File: config.mk
export PLATFORM = sky130hd
export DESIGN_NAME = pipeline_sequencer_flat
export DESIGN_NICKNAME = d
export VERILOG_FILES = /design/src/rtl/pipeline_sequencer_if.sv /design/src/rtl/pipeline_sequencer.sv /design/src/flat_wrapper.sv
export SDC_FILE = /design/constraint.sdc
export NUM_CORES = 1
export LEC_CHECK = 0
export ABC_AREA = 1
export BUFFER_PORTS_ARGS = -buffer_cell sky130_fd_sc_hd__buf_2
export CORE_MARGIN = 5
export CORE_UTILIZATION = 50
export CTS_CLUSTER_DIAMETER = 40
export DETAILED_ROUTE_END_ITERATION = 8
export HOLD_SLACK_MARGIN = 0.02
export PLACE_DENSITY = 0.75
export SYNTH_ARGS = -nofsm -noshare
export SYNTH_HDL_FRONTEND = slang
export SYNTH_SLANG_ARGS = --single-unit
File: constraint.sdc
create_clock -name clk -period 3.3 [get_ports clk]
set_clock_uncertainty 0.2 [all_clocks]
set_input_delay 0.66 -clock clk [delete_from_list [all_inputs] [get_ports clk]]
set_output_delay 0.66 -clock clk [all_outputs]
set_load 0.01 [all_outputs]
File: src/rtl/pipeline_sequencer_if.sv
// Bundle between the pipeline sequencer and its neighbours: hazard unit, E-stage redirect,
// memory fill handshake, pipeline-register controls and performance counters.
interface pipeline_sequencer_if #(
    parameter int CNT_W = 32
);
    logic             HazStall;
    logic             PCSrcE;
    logic             MissM;
    logic             MemReadyM;
    logic             StallF;
    logic             StallD;
    logic             FlushD;
    logic             FlushE;
    logic             FreezeEMW;
    logic             FillReq;
    logic             TimeoutErr;
    logic [CNT_W-1:0] StallCount;
    logic [CNT_W-1:0] FlushCount;

    modport master (
        output HazStall, PCSrcE, MissM, MemReadyM,
        input  StallF, StallD, FlushD, FlushE, FreezeEMW, FillReq, TimeoutErr,
        input  StallCount, FlushCount
    );

    modport slave (
        input  HazStall, PCSrcE, MissM, MemReadyM,
        output StallF, StallD, FlushD, FlushE, FreezeEMW, FillReq, TimeoutErr,
        output StallCount, FlushCount
    );
endinterface

File: src/rtl/pipeline_sequencer.sv
// Prioritised stall/flush sequencer for the 5-stage pipeline: load-use, branch redirect and
// data-memory miss fill with timeout detection and saturating stall/flush counters.
module pipeline_sequencer #(
    parameter int MISS_TIMEOUT = 64,
    parameter int CNT_W        = 32
) (
    input logic                 clk,
    input logic                 rst,
    pipeline_sequencer_if.slave bus
);
    localparam int TW = $clog2(MISS_TIMEOUT + 1);
    localparam logic [TW-1:0] TMO_LIMIT = TW'(MISS_TIMEOUT);

    typedef enum logic [1:0] {RUN, FILL, DRAIN} state_e;

    state_e           state_q, state_d;
    logic             fill_req_q, fill_req_d;
    logic             err_q, err_d;
    logic [TW-1:0]    tmo_q, tmo_d;
    logic [CNT_W-1:0] stall_cnt_q, stall_cnt_d;
    logic [CNT_W-1:0] flush_cnt_q, flush_cnt_d;
    logic             hold_f, hold_dec, clr_dec, clr_exe, freeze;

    always_comb begin
        state_d  = state_q;
        hold_f   = 1'b0;
        hold_dec = 1'b0;
        clr_dec  = 1'b0;
        clr_exe  = 1'b0;
        freeze   = 1'b0;
        case (state_q)
            RUN: begin
                if (bus.MissM) begin
                    hold_f   = 1'b1;
                    hold_dec = 1'b1;
                    freeze   = 1'b1;
                    state_d  = FILL;
                end else if (bus.PCSrcE) begin
                    clr_dec = 1'b1;
                    clr_exe = 1'b1;
                end else if (bus.HazStall) begin
                    hold_f   = 1'b1;
                    hold_dec = 1'b1;
                    clr_exe  = 1'b1;
                end
            end
            FILL: begin
                hold_f   = 1'b1;
                hold_dec = 1'b1;
                freeze   = 1'b1;
                if (bus.MemReadyM) state_d = DRAIN;
            end
            DRAIN: begin
                hold_f   = 1'b1;
                hold_dec = 1'b1;
                freeze   = 1'b1;
                state_d  = RUN;
            end
            default: state_d = RUN;
        endcase
        // Controls must be quiet while reset is held, independent of the registered state.
        if (rst) begin
            hold_f   = 1'b0;
            hold_dec = 1'b0;
            clr_dec  = 1'b0;
            clr_exe  = 1'b0;
            freeze   = 1'b0;
        end
    end

    always_comb begin
        fill_req_d = (state_d == FILL);
        tmo_d      = tmo_q;
        if (state_q == RUN && state_d == FILL) begin
            tmo_d = '0;
        end else if (state_q == FILL && tmo_q != TMO_LIMIT) begin
            tmo_d = tmo_q + TW'(1);
        end
        err_d       = err_q | ((state_q == FILL) && (tmo_d == TMO_LIMIT));
        stall_cnt_d = (hold_f && stall_cnt_q != '1) ? stall_cnt_q + CNT_W'(1) : stall_cnt_q;
        flush_cnt_d = (clr_exe && flush_cnt_q != '1) ? flush_cnt_q + CNT_W'(1) : flush_cnt_q;
    end

    always_ff @(posedge clk or posedge rst) begin
        if (rst) begin
            state_q     <= RUN;
            fill_req_q  <= 1'b0;
            err_q       <= 1'b0;
            tmo_q       <= '0;
            stall_cnt_q <= '0;
            flush_cnt_q <= '0;
        end else begin
            state_q     <= state_d;
            fill_req_q  <= fill_req_d;
            err_q       <= err_d;
            tmo_q       <= tmo_d;
            stall_cnt_q <= stall_cnt_d;
            flush_cnt_q <= flush_cnt_d;
        end
    end

    assign bus.StallF     = hold_f;
    assign bus.StallD     = hold_dec;
    assign bus.FlushD     = clr_dec;
    assign bus.FlushE     = clr_exe;
    assign bus.FreezeEMW  = freeze;
    assign bus.FillReq    = fill_req_q;
    assign bus.TimeoutErr = err_q;
    assign bus.StallCount = stall_cnt_q;
    assign bus.FlushCount = flush_cnt_q;
endmodule

File: src/flat_wrapper.sv
// flat-port wrapper written by rule: the top's interface ports become plain ports
module pipeline_sequencer_flat 
#(
    parameter int MISS_TIMEOUT = 64,
    parameter int CNT_W        = 32
)
  (clk, rst, bus_HazStall, bus_PCSrcE, bus_MissM, bus_MemReadyM, bus_StallF, bus_StallD, bus_FlushD, bus_FlushE, bus_FreezeEMW, bus_FillReq, bus_TimeoutErr, bus_StallCount, bus_FlushCount);
  pipeline_sequencer_if #(.CNT_W(CNT_W)) bus_i ();
  input logic clk;
  input logic rst;
  input wire logic [$bits(bus_i.HazStall)-1:0] bus_HazStall;
  input wire logic [$bits(bus_i.PCSrcE)-1:0] bus_PCSrcE;
  input wire logic [$bits(bus_i.MissM)-1:0] bus_MissM;
  input wire logic [$bits(bus_i.MemReadyM)-1:0] bus_MemReadyM;
  output wire logic [$bits(bus_i.StallF)-1:0] bus_StallF;
  output wire logic [$bits(bus_i.StallD)-1:0] bus_StallD;
  output wire logic [$bits(bus_i.FlushD)-1:0] bus_FlushD;
  output wire logic [$bits(bus_i.FlushE)-1:0] bus_FlushE;
  output wire logic [$bits(bus_i.FreezeEMW)-1:0] bus_FreezeEMW;
  output wire logic [$bits(bus_i.FillReq)-1:0] bus_FillReq;
  output wire logic [$bits(bus_i.TimeoutErr)-1:0] bus_TimeoutErr;
  output wire logic [$bits(bus_i.StallCount)-1:0] bus_StallCount;
  output wire logic [$bits(bus_i.FlushCount)-1:0] bus_FlushCount;
  assign bus_i.HazStall = bus_HazStall;
  assign bus_i.PCSrcE = bus_PCSrcE;
  assign bus_i.MissM = bus_MissM;
  assign bus_i.MemReadyM = bus_MemReadyM;
  assign bus_StallF = bus_i.StallF;
  assign bus_StallD = bus_i.StallD;
  assign bus_FlushD = bus_i.FlushD;
  assign bus_FlushE = bus_i.FlushE;
  assign bus_FreezeEMW = bus_i.FreezeEMW;
  assign bus_FillReq = bus_i.FillReq;
  assign bus_TimeoutErr = bus_i.TimeoutErr;
  assign bus_StallCount = bus_i.StallCount;
  assign bus_FlushCount = bus_i.FlushCount;
  pipeline_sequencer #(.MISS_TIMEOUT(MISS_TIMEOUT), .CNT_W(CNT_W)) u_core (.clk(clk), .rst(rst), .bus(bus_i));
endmodule
; After elaboration in Yosys (flattened, before gate mapping)
; Index checks and enable logic that the tools add are counted.
[word_totals]
inputBits = 6
wordCells = 45
regBits = 75
[op_classes]
n_bitwise = 1
mux = 21
add_sub_neg = 3
reduce_logical = 7
n_eq_ne = 7
[op_table]
columns = cell, count
row1 = "32-bit by 1-bit adder with 32-bit output, second input constant", 2
row2 = "32-bit != test, second input constant", 2
row3 = 1-bit 2-to-1 mux, 14
row4 = 7-bit 2-to-1 mux, 2
row5 = "7-bit by 1-bit adder with 7-bit output, second input constant", 1
row6 = "7-bit equality test, second input constant", 1
row7 = "7-bit != test, second input constant", 1
row8 = 1-bit logical AND, 5
row9 = "2-bit by 1-bit equality test with 1-bit output, second input constant", 2
row10 = 2-bit 2-to-1 mux, 2
row11 = 1-bit case mux with 2 select lines, 2
row12 = 2-bit case mux with 2 select lines, 1
row13 = "2-bit equality test, second input constant", 1
row14 = 2-bit zero test, 1
row15 = 2-bit OR reduction, 1
row16 = 1-bit OR, 1

; Logic depth before layout (Yosys ltp)
; Gate-level depths: netlist (run 1).
[depth]
word_depth = 8
ltp_mapped = 13

; Least setup slack after synthesis (run 1)
; OpenSTA, ideal clock, no wires.
[synth_path]
kind = input -> output
startpoint = input port rst
endpoint = output port bus_FreezeEMW
stages = 3
slack_ns = -0.056
t_arrival_ns = 2.496
path_buffers = 0
t_required_ns = 2.440
cell_sequence = inv_1 nand2_1 inv_1
[synth_via]
elab_chain_cells = 1
[synth_lines]
columns = element, line
row1 = start: declaration, flat_wrapper.sv:10  ; input logic rst;
row2 = 1-bit 2-to-1 mux, pipeline_sequencer.sv:62  ; if (rst) begin
row3 = end: declaration, flat_wrapper.sv:19  ; output wire logic [$bits(bus_i.FreezeEMW)-1:0] bus_FreezeEMW;
; No other way between the ends.

; Worst setup path after layout (run 1)
[layout_path]
startpoint = register u_core.state_q[0]
endpoint = output port bus_StallF
[layout_via]
elab_chain_cells = 4
[layout_lines]
columns = element, line
row1 = start: declaration, pipeline_sequencer.sv:16  ; state_e state_q, state_d;
row2 = start signal: assignment, pipeline_sequencer.sv:93  ; state_q <= state_d;
row3 = 2-bit equality test or 2-bit by 1-bit equality test with 1-bit output (tied branches), pipeline_sequencer.sv:31  ; case (state_q)
row4 = 2-bit OR reduction (no line), --
row5 = 1-bit case mux with 2 select lines (*), pipeline_sequencer.sv:31
row6 = 1-bit 2-to-1 mux (*), pipeline_sequencer.sv:62
row7 = end: declaration, flat_wrapper.sv:15  ; output wire logic [$bits(bus_i.StallF)-1:0] bus_StallF;
; Mark *: on every way between the ends. The rest lies on a longest branch, timed or not.

==> metrics.md, run 1 <==
| Metric | Value |
|---|---|
| Diodes inserted | 0 |
| R2R Path Start | u_core.state_q[0] |
| Chip height | 108 um |
| Period utilization | between 80 and 90% |
| Largest net degree at the start of global routing | 76 |
| Gr ovfl total | 0 |
| Crit path launch | u_core.state_q[0] |
| Critical path cell sequence | inv_1, ha_1, a21oi_1, nor3_1, buf_2 |
| Slew Viols, Final | 0 |
| First-pass GRT wire length | 20.8 mm |
| Syn Area/Cell | 6.98 um2 |
| Clock sinks | 75 |
| Slowest stage delay, CP | between 500 and 600 ps |
| Clk slew on worst S/H paths | ~80 ps |
| Via/cell ratio | between 5 and 6 |
| Post-synthesis sequential area ratio | between 30% and 40% |
| Relative slew slack | a little under two fifths |
| RSZ-0062 raised after global routing | false |
| CP endpoint kind | output port |
| CTS max path bufs | 2 |
| Hold-fix buffers at CTS | 0 |
| Reg2reg path depth | 9 |
| CTS tree | built |
| Detailed Route Iter0 Violations | approximately 230 |
| Overall via count from detail_route | roughly 4600 |
| Vias in the first global route | 4355 |
| CP Depth | 5 |
| Leakage | 2.79 nW |
| Placer Congestion | 0.929 |
| Post-Layout Inst Area | 5520 um2 |
| Post-Synthesis Cells | 693 |
| Post-CTS setup buffer count | 0 |
| Status | finished, final reports clean |
| Num rows | 35 |
| Chip Width | 108 um |
| Leading cell types in the layout, fill and taps excluded | nand2_1, nor2_1, buf_2, dfrtp_1, inv_1 |
| DIE AREA | 11700 um2 |
| F_max | 0.350 GHz |
| WP data arrival | around 2000 ps |
| Syn nets | 707 |
| # nets final | 783 |
| Area Overhead vs Synth | 14.2% |
| Post-route ant nets | 0 |
| Tmin final | 2860 ps |
| Final WL | 12.2 mm |
| Hold Crit Class | reg2reg |
| TritonCTS buffer count | 9 |
| Mapped cell area | slightly below 5000 um2 |
| Worst-Skew Late Latency | around 360 ps |
| Setup TNS | 0 ps |
| Final Util | between 50% and 60% |
| First drt pass iteration count | 4 |
| Ratio of cells with drive above 1 in the final layout | between 10 and 15% |
| Final HPWL DP | 9.06 mm |
| Dpl cell area | around 5300 um2 |
| Residual DRC | 0 |
| Port Buffers | 76 |
| Crit path launch type | register |
| Library cells used by synthesis | 30 |
| Total power | 2.91 mW |
| Yosys reg bits | 75 |
| Kind of critical path | reg2out |
| Ys Warns | 0 |
| Final WS setup | 445 ps |
| Initial antenna violation count | 0 |
| Slew @ Worst Pin | 932 ps |
| CP endpoint | bus_StallF |
| Critical path's top delay family | simple AND/OR/NAND/NOR gates |
| Final Hold Viols | 0 |
| Placement Setup Slack | 522 ps |
| CP Buf/Inv Count | 2 |
| Post-cts resize count | 0 |
| IO Count | 77 |
| Wire per inst | 13.5 um |
| Clock root cell | clkbuf_8 |
| Starting Density | about half |
| Core area | 9330 um2 |
| R2r endpoint | u_core.bus.StallCount[18] |
| R2R Setup Slk | just over 600 ps |
| Worst Path Max Fanout | 4 |
| Worst vdd ir | 323 uV |
| Max cap viols | 0 |
| Setup Viol. Count Final | 0 |
| Slowest CP cell | nor3_1 |
| Req. time, crit path | 2440 ps |
| Tot GR Track Use | approximately 22% |
| Commonest non-fill, non-tap cell in the layout | nand2_1 |
| H-tree depth | 3 |
| P per Cell Area | 527 nW/um2 |
## where the power goes
| group | switching [mW] | internal, mW |
|---|---|---|
| logic | 0.583 | 0.270 |
| clock network | 0.347 | 0.540 |
| registers | 0.133 | 1.03 |
## worst min-delay path: cells and delay by family, from the launching register on
family        cells  cell delay (ps)
buf+inv           1               40
flops             1              350
simple gates      1               50
## flip-flops by register name, summed over array words and instances, names as in the netlist
name,flops
u_core.bus.StallCount,32
u_core.tmo_q,7
u_core.bus.TimeoutErr,1
u_core.state_q,2
u_core.bus.FillReq,1
u_core.bus.FlushCount,32
## area by class of cell
class	count	area [um2]
flip-flops and latches	75	1880
clock inverters	4	97.6
multi-input cells	533	2560
fillers	901	3810
well taps	129	161
repair buffers	77	388
clock buffers	11	151
inverters	73	285
## worst min-delay path by stage
stage | from | to | slack [ps] | depth (start not counted)
6_report | u_core.bus.TimeoutErr | u_core.bus.TimeoutErr | 270 | 2
5_1_grt | u_core.bus.TimeoutErr | u_core.bus.TimeoutErr | 310 | 2
4_1_cts | u_core.bus.TimeoutErr | u_core.bus.TimeoutErr | 280 | 2
3_5_place_dp | u_core.bus.TimeoutErr | u_core.bus.TimeoutErr | 260 | 2
3_3_place_gp | u_core.bus.TimeoutErr | u_core.bus.TimeoutErr | 250 | 2
2_1_floorplan | u_core.bus.TimeoutErr | u_core.bus.TimeoutErr | 300 | 2
## per-layer routing
layer	part of all wire [%]	global-route usage (%)	vias up	routed length [um]
li1	-	-	2309	-
met1	45	30.3	2116	5430
met2	46	35.4	159	5660
met3	7.2	4.48	21	874
met4	1.8	6.31	0	225
met5	0	0	-	0
## synthesized netlist by cell type, drive strengths merged
master | number | share of area [%]
buf | 12 | 2.4
dfrtp | 75 | 39
nor2 | 80 | 6.5
xor2 | 26 | 4.9
nand3 | 29 | 3.0
or2 | 1 | 0.13
a21oi | 3 | 0.31
inv | 73 | 5.8
xnor2 | 16 | 2.9
nand3b | 9 | 1.4
nand2 | 285 | 23
and2 | 1 | 0.13
nand2b | 1 | 0.13
ha | 8 | 2.1
o21ai | 28 | 3.1
nand4 | 14 | 1.8
nor3 | 32 | 4.0
## cell families after synthesis
kind of cell	synth area share, %
and+or+nand+nor	39.6
buffers and inverters	8.26
DFF	38.8
xor gates and xnor gates	7.76
AOI/OAI and AO/OA	3.44
adders and majority gates	2.07
## stage by stage
step / std cells / hold WS (ps)
floorplan: 693 / 300
global placement: 887 / 249
detailed placement: 887 / 257
CTS: 902 / 278
global route: 902 / 309
finish: 902 / 273
Power figures use the tool's default switching activity.
==> run 2, diff against run 1 <==
ABC_AREA = unset   (was 1)
PLACE_DENSITY = 0.77   (was 0.75)
REMOVE_ABC_BUFFERS = 1   (was unset)
==> run 2 against run 1 <==
  * Register-to-register slack better by 60 ps
  * Count of clock-buffer cells in the layout decreased by 2
  * Core utilization grew 2.3 points
  * Combinational power fell by 28%
  * First-iteration DRC count down 37%
  * Critical path depth is 1 higher
  * Final cell count fell by 38%
  * Sequential power fell by 3%
  * Highest routed layer unchanged
==> metrics.md, run 2 <==
| Metric | Value |
|---|---|
| Reg2reg path depth | 7 (was 9) |
| CP Depth | 6 (was 5) |
| Post-synthesis sequential area ratio | 49.1% (was 38.8%) |
| Detailed Route Iter0 Violations | 146 (was 232) |
| First drt pass iteration count | 4 (unchanged) |
| Library cells used by synthesis | 46 (was 30) |
| R2R Path Start | u_core.state_q[0] (unchanged) |
| Worst vdd ir | 269 uV (was 323 uV) |
| Final HPWL DP | 5.92 mm (was 9.06 mm) |
| Clk slew on worst S/H paths | 80 ps (about the same) |
| Worst Path Max Fanout | 6 (was 4) |
| Setup Viol. Count Final | 0 (unchanged) |
| Ratio of cells with drive above 1 in the final layout | 24.2% (was 14.6%) |
| Slew Viols, Final | 0 (unchanged) |
| Largest net degree at the start of global routing | 44 (was 76) |
| Hold Crit Class | in2async (was reg2reg) |
| Commonest non-fill, non-tap cell in the layout | buf_2 (was nand2_1) |
| R2r endpoint | u_core.bus.FlushCount[25] (was u_core.bus.StallCount[18]) |
| Max cap viols | 0 (unchanged) |
| Fraction of the mapped netlist area in simple logic gates | 23.7% (was 39.6%) |
| Area Overhead vs Synth | 17.9% (was 14.2%) |
| Period utilization | 88.9% (was 86.5%) |
| Starting Density | 52.1% (was 51.8%) |
| Leading cell types in the layout, fill and taps excluded | buf_2, dfrtp_1, nand2_1, xnor2_1, nor2_1 (was nand2_1, nor2_1, buf_2, dfrtp_1, inv_1) |
| Cell with the most instances after synthesis | dfrtp_1 (was nand2_1) |
| Final WS setup | 366 ps (was 445 ps) |
| WP data arrival | 2070 ps (was 2000 ps) |
| Req. time, crit path | 2440 ps (about the same) |
| Post-Synthesis Cells | 373 (was 693) |
| Crit path launch type | register (unchanged) |
| Yosys reg bits | 75 (unchanged) |
| Via/cell ratio | 5.51 (was 5.11) |
| Slew @ Worst Pin | 746 ps (was 932 ps) |
| Tmin final | 2930 ps (was 2860 ps) |
| Ys async rst share | 100% (unchanged) |
| Synth Area in Adders | 2.62% (was 2.07%) |
| TritonCTS buffer count | 9 (unchanged) |
| Post-Layout Inst Area | 4500 um2 (was 5520 um2) |
| Final Hold Viols | 0 (unchanged) |
| CTS tree | built (unchanged) |
| Residual DRC | 0 (unchanged) |
| Tot GR Track Use | 17.0% (was 22.0%) |
| DP Cell Count | 544 (was 887) |
| Initial antenna violation count | 0 (unchanged) |
| Final WL | 8.02 mm (was 12.2 mm) |
| Slowest CP cell | dfrtp_1 (was nor3_1) |
| Main area contributors after synthesis | dfrtp_1, xnor2_1, xor2_1 (was dfrtp_1, nand2_1, nor2_1) |
| Post-route ant nets | 0 (unchanged) |
| Hold_ws | 262 ps (was 273 ps) |
| Overall via count from detail_route | 3074 (was 4605) |
| Vias in the first global route | 3061 (was 4355) |
| IO Count | 77 (unchanged) |
| Wire per inst | 14.4 um (was 13.5 um) |
| Crit-path most repeated cell | inv_1 |
| Port Buffers | 76 (unchanged) |
| Final Util | 61.4% (was 59.2%) |
| Post-cts resize count | 0 (unchanged) |
| F_max | 0.341 GHz (was 0.350 GHz) |
| CP Buf/Inv Count | 3 (was 2) |
| Kind of critical path | reg2out (unchanged) |
| Placer Congestion | 0.832 (was 0.929) |
| Compound-gate portion of the synthesized area | 5.87% (was 3.44%) |
| Most frequent cells after synthesis | dfrtp_1, nand2_1, xnor2_1 (was nand2_1, nor2_1, dfrtp_1) |
| Leakage | 2.23 nW (was 2.79 nW) |
| Filler Cell Count | 617 (was 901) |
| Ys Warns | 0 (unchanged) |
| Relative slew slack | 49.5% (was 37.9%) |
| R2R Setup Slk | 680 ps (was 620 ps) |
| Dpl cell area | 4320 um2 (was 5270 um2) |
| Critical path's top delay family | buffers and inverters (was simple AND/OR/NAND/NOR gates) |
| Post-Synth XOR/XNOR Area | 14.4% (was 7.76%) |
| Critical path cell sequence | inv_1, ha_1, nor3b_1, o21ai_0, inv_1, buf_2 (was inv_1, ha_1, a21oi_1, nor3_1, buf_2) |
| Hold-fix buffers at CTS | 0 (unchanged) |
| Post-Layout Cell Count | 558 (was 902) |
| Gr ovfl total | 0 (unchanged) |
| Num rows | 31 (was 35) |
| Diodes inserted | 0 (unchanged) |
| Core area | 7330 um2 (was 9330 um2) |
| Combinational family with the most area after synthesis | simple AND/OR/NAND/NOR gates (unchanged) |
| Biggest area consumer among synthesized cells | dfrtp_1 (unchanged) |
| CTS max path bufs | 2 (unchanged) |
| Status | finished, final reports clean (unchanged) |
| Setup TNS | 0 ps (unchanged) |
| Slowest stage delay, CP | 440 ps (was 510 ps) |
| DIE AREA | 9480 um2 (was 11700 um2) |
| Primary FF master, synth | dfrtp_1 (unchanged) |
| Chip Width | 97.4 um (was 108 um) |
| Chip height | 97.4 um (was 108 um) |
| # nets final | 470 (was 783) |
| CP endpoint kind | output port (unchanged) |
| First-pass GRT wire length | 13.7 mm (was 20.8 mm) |
| H-tree depth | 3 (unchanged) |
| Worst-Skew Late Latency | 340 ps (was 360 ps) |
| Number of enable flip-flop cells after synthesis | 0 (unchanged) |
| Clock root cell | clkbuf_8 (unchanged) |
| Post-CTS setup buffer count | 0 (unchanged) |
| Clock sinks | 75 (unchanged) |
| Post-synthesis mux area share | 2.00% (was 0%) |
| Syn Area/Cell | 10.2 um2 (was 6.98 um2) |
| Yosys top cell area share | 49.1% (was 38.8%) |
| Placement Setup Slack | 660 ps (was 522 ps) |
| RSZ-0062 raised after global routing | false (unchanged) |
| P per Cell Area | 535 nW/um2 (was 527 nW/um2) |
| Total power | 2.41 mW (was 2.91 mW) |
| Mapped cell area | 3820 um2 (was 4830 um2) |
## run 2: logic make-up (layout without fill, tap and decap cells)
kind of cell,Yosys count,in the layout
compound gates,28,28
xor+xnor,63,63
fa+ha+maj,8,8
buf+inv,21,107
flops,75,75
mux,7,7
simple gates,171,171
## run 2: routing by layer
layer  share of wire (%)  vias to the layer above  track usage, %
met3                 5.6                       10            3.66
li1                    -                     1478               -
met1                  46                     1494            22.6
met5                   0                        -               0
met2                  46                       92            27.0
met4                 1.6                        0            7.03
## run 2: area by class of cell
type                       count  area [um2]  area share [%]
clock inverter                 5        56.3            1.25
tap                           99         124            2.75
sequential                    75        1880            41.7
clock buffer                   9         124            2.75
timing repair buffer          78         408            9.06
multi-input combinational    277        1860            41.3
inverter                      15        56.3            1.25
## run 2: worst max-delay path by stage
stage	start	end	slack, ps
2_1_floorplan	rst	u_core.bus.FillReq	530
3_3_place_gp	bus_MissM	u_core.bus.FlushCount[15]	740
3_5_place_dp	bus_MissM	u_core.bus.FlushCount[25]	660
4_1_cts	u_core.state_q[0]	bus_FlushE	340
5_1_grt	u_core.state_q[1]	bus_FlushE	170
6_report	u_core.state_q[0]	bus_FlushE	370
## run 2: power by group
group          internal (mW)  leakage (nW)  switching (mW)
registers               1.01          1.01           0.120
clock network          0.340        0.0909           0.327
logic                  0.256          1.13           0.354
==> run 3, diff against run 2 <==
BUFFER_PORTS_ARGS = -buffer_cell sky130_fd_sc_hd__clkbuf_2   (was -buffer_cell sky130_fd_sc_hd__buf_2)
CORE_UTILIZATION = 30   (was 50)
PLACE_DENSITY = 0.51   (was 0.77)
==> run 3 against run 2 <==
  * Non-clock buffer count stayed put
  * Via count shrank 2.2%
  * Critical path type unchanged
  * Sequential cell count did not move
  * Global-route usage fell by 4.7 points
  * Combinational power about the same
  * Setup slack worse by 45 ps
  * Core utilization decreased by 24 points
  * Critical path depth stayed put
  * Largest power group unchanged
==> metrics.md, run 3 (synthesis gave the netlist of run 2 again) <==
| Metric | Value |
|---|---|
| Port Buffers | 76 (unchanged) |
| Worst Path Max Fanout | 6 (unchanged) |
| RSZ-0062 raised after global routing | false (unchanged) |
| Hold Crit Class | in2async (unchanged) |
| Placement Setup Slack | 591 ps (was 660 ps) |
| Critical path cell sequence | inv_1, ha_1, or2_2, o221ai_1, inv_1, clkbuf_2 (was inv_1, ha_1, nor3b_1, o21ai_0, inv_1, buf_2) |
| Initial antenna violation count | 0 (unchanged) |
| Crit path launch type | register (unchanged) |
| Overall via count from detail_route | 3007 (was 3074) |
| Largest net degree at the start of global routing | 43 (was 44) |
| P per Cell Area | 579 nW/um2 (was 535 nW/um2) |
| Worst-Skew Late Latency | 330 ps (was 340 ps) |
| Num rows | 41 (was 31) |
| Ratio of cells with drive above 1 in the final layout | 24.1% (was 24.2%) |
| Status | finished, final reports clean (unchanged) |
| Setup Viol. Count Final | 0 (unchanged) |
| Slowest CP cell | dfrtp_1 (unchanged) |
| R2R Setup Slk | 650 ps (was 680 ps) |
| Area Overhead vs Synth | 23.3% (was 17.9%) |
| Slew @ Worst Pin | 724 ps (was 746 ps) |
| Starting Density | 30.4% (was 52.1%) |
| Final Hold Viols | 0 (unchanged) |
| R2R Path Start | u_core.state_q[0] (unchanged) |
| Gr ovfl total | 0 (unchanged) |
| Clock root cell | clkbuf_16 (was clkbuf_8) |
| Post-cts resize count | 0 (unchanged) |
| CTS tree | built (unchanged) |
| Reg2reg path depth | 7 (unchanged) |
| Slowest stage delay, CP | 420 ps (was 440 ps) |
| Core area | 12600 um2 (was 7330 um2) |
| F_max | 0.336 GHz (was 0.341 GHz) |
| Diodes inserted | 0 (unchanged) |
| Critical path's top delay family | buffers and inverters (unchanged) |
| Commonest non-fill, non-tap cell in the layout | clkbuf_2 (was buf_2) |
| WP data arrival | 2120 ps (was 2070 ps) |
| Post-CTS setup buffer count | 0 (unchanged) |
| Chip Width | 123 um (was 97.4 um) |
| TritonCTS buffer count | 9 (unchanged) |
| Clk slew on worst S/H paths | 50 ps (was 80 ps) |
| Vias in the first global route | 2940 (was 3061) |
| Req. time, crit path | 2440 ps (about the same) |
| Crit path launch | u_core.state_q[0] (unchanged) |
| CP Depth | 6 (unchanged) |
| Chip height | 123 um (was 97.4 um) |
| CP endpoint kind | output port (unchanged) |
| R2r endpoint | u_core.bus.FlushCount[15] (was u_core.bus.FlushCount[25]) |
| CP endpoint | bus_StallF (was bus_FlushE) |
| DIE AREA | 15100 um2 (was 9480 um2) |
| Wire per inst | 13.8 um (was 14.4 um) |
| First drt pass iteration count | 4 (unchanged) |
| Kind of critical path | reg2out (unchanged) |
| Post-route ant nets | 0 (unchanged) |
| FF+latch area | 1880 um2 (unchanged) |
| IO Count | 77 (unchanged) |
| Setup TNS | 0 ps (unchanged) |
| Final WL | 8.69 mm (was 8.02 mm) |
| Via/cell ratio | 4.76 (was 5.51) |
| Residual DRC | 0 (unchanged) |
| Final HPWL DP | 6.51 mm (was 5.92 mm) |
| Clock sinks | 75 (unchanged) |
| Detailed Route Iter0 Violations | 180 (was 146) |
| Relative slew slack | 51.7% (was 49.5%) |
| CTS max path bufs | 2 (unchanged) |
| Tot GR Track Use | 12.4% (was 17.0%) |
| Hold-fix buffers at CTS | 0 (unchanged) |
| Max cap viols | 0 (unchanged) |
| Placer Congestion | 0.764 (was 0.832) |
| Final WS setup | 321 ps (was 366 ps) |
| CP Buf/Inv Count | 3 (unchanged) |
| Filler Cell Count | 1280 (was 617) |
| # nets final | 470 (unchanged) |
| Multi-input logic area | 1860 um2 (unchanged) |
| Leading cell types in the layout, fill and taps excluded | clkbuf_2, dfrtp_1, nand2_1, xnor2_1, nor2_1 (was buf_2, dfrtp_1, nand2_1, xnor2_1, nor2_1) |
| First-pass GRT wire length | 14.8 mm (was 13.7 mm) |
| Tmin final | 2980 ps (was 2930 ps) |
| Crit-path most repeated cell | inv_1 (unchanged) |
| Slew Viols, Final | 0 (unchanged) |
| Period utilization | 90.3% (was 88.9%) |
| Worst vdd ir | 251 uV (was 269 uV) |
| Leakage | 2.24 nW (was 2.23 nW) |
| H-tree depth | 3 (unchanged) |
run 3: cell count changes in the layout (fill, tap and decap cells not counted), sizes merged:
cell	delta
buf	-76
clkbuf	+78
clkinv	-1
run 3: report_power, final:
group	switching (mW)	internal (mW)	leakage, nW
clock network	0.374	0.602	0.142
registers	0.125	1.02	1.01
logic	0.356	0.254	1.08
total	0.854	1.87	2.24
run 3: how the worst min path moves through the flow:
stage / end / cells after the start / slack (ps)
3_5_place_dp: u_core.bus.TimeoutErr / 1 / 280
4_1_cts: u_core.bus.TimeoutErr / 1 / 290
3_3_place_gp: u_core.bus.FlushCount[30] / 1 / 280
5_1_grt: u_core.bus.TimeoutErr / 1 / 310
2_1_floorplan: u_core.bus.TimeoutErr / 1 / 310
6_report: u_core.bus.FillReq / 2 / 270
run 3: cell type report:
cell class                 count  share of cell area, %
sequential                    75                   39.9
inverter                      15                   1.20
tap                          172                   4.57
clock buffer                  11                   5.16
multi-input combinational    277                   39.5
clock inverter                 4                   1.09
timing repair buffer          78                   8.66
run 3: routing by layer:
layer	vias up	track usage [%]	share of wire, %	wire length (um)
met1	1444	16.8	47	4120
met2	70	18.7	46	4000
li1	1482	-	-	-
met4	0	4.55	1.7	145
met3	11	3.64	4.9	429
met5	-	0	0	0
run 3: worst reg2reg max path, stage by stage (launching register included):
cell     delay, ps
dfrtp_1        430
inv_1          110
ha_1           240
nor3b_1        340
nor4b_2        420
o311a_1        480
nand4_1        170
xnor2_1        150
run 3: through the flow:
stage          hold WS [ps]  instances  utilization [%]  area [um2]  power, mW
4_1_cts                 293        632             37.5        4710       2.77
3_3_place_gp            283        617             35.1        4410       1.76
2_1_floorplan           312        367                -        3790       1.54
3_5_place_dp            280        617             35.1        4410       1.78
5_1_grt                 308        632             37.5        4710       2.91
6_report                273        632             37.5        4710       2.73
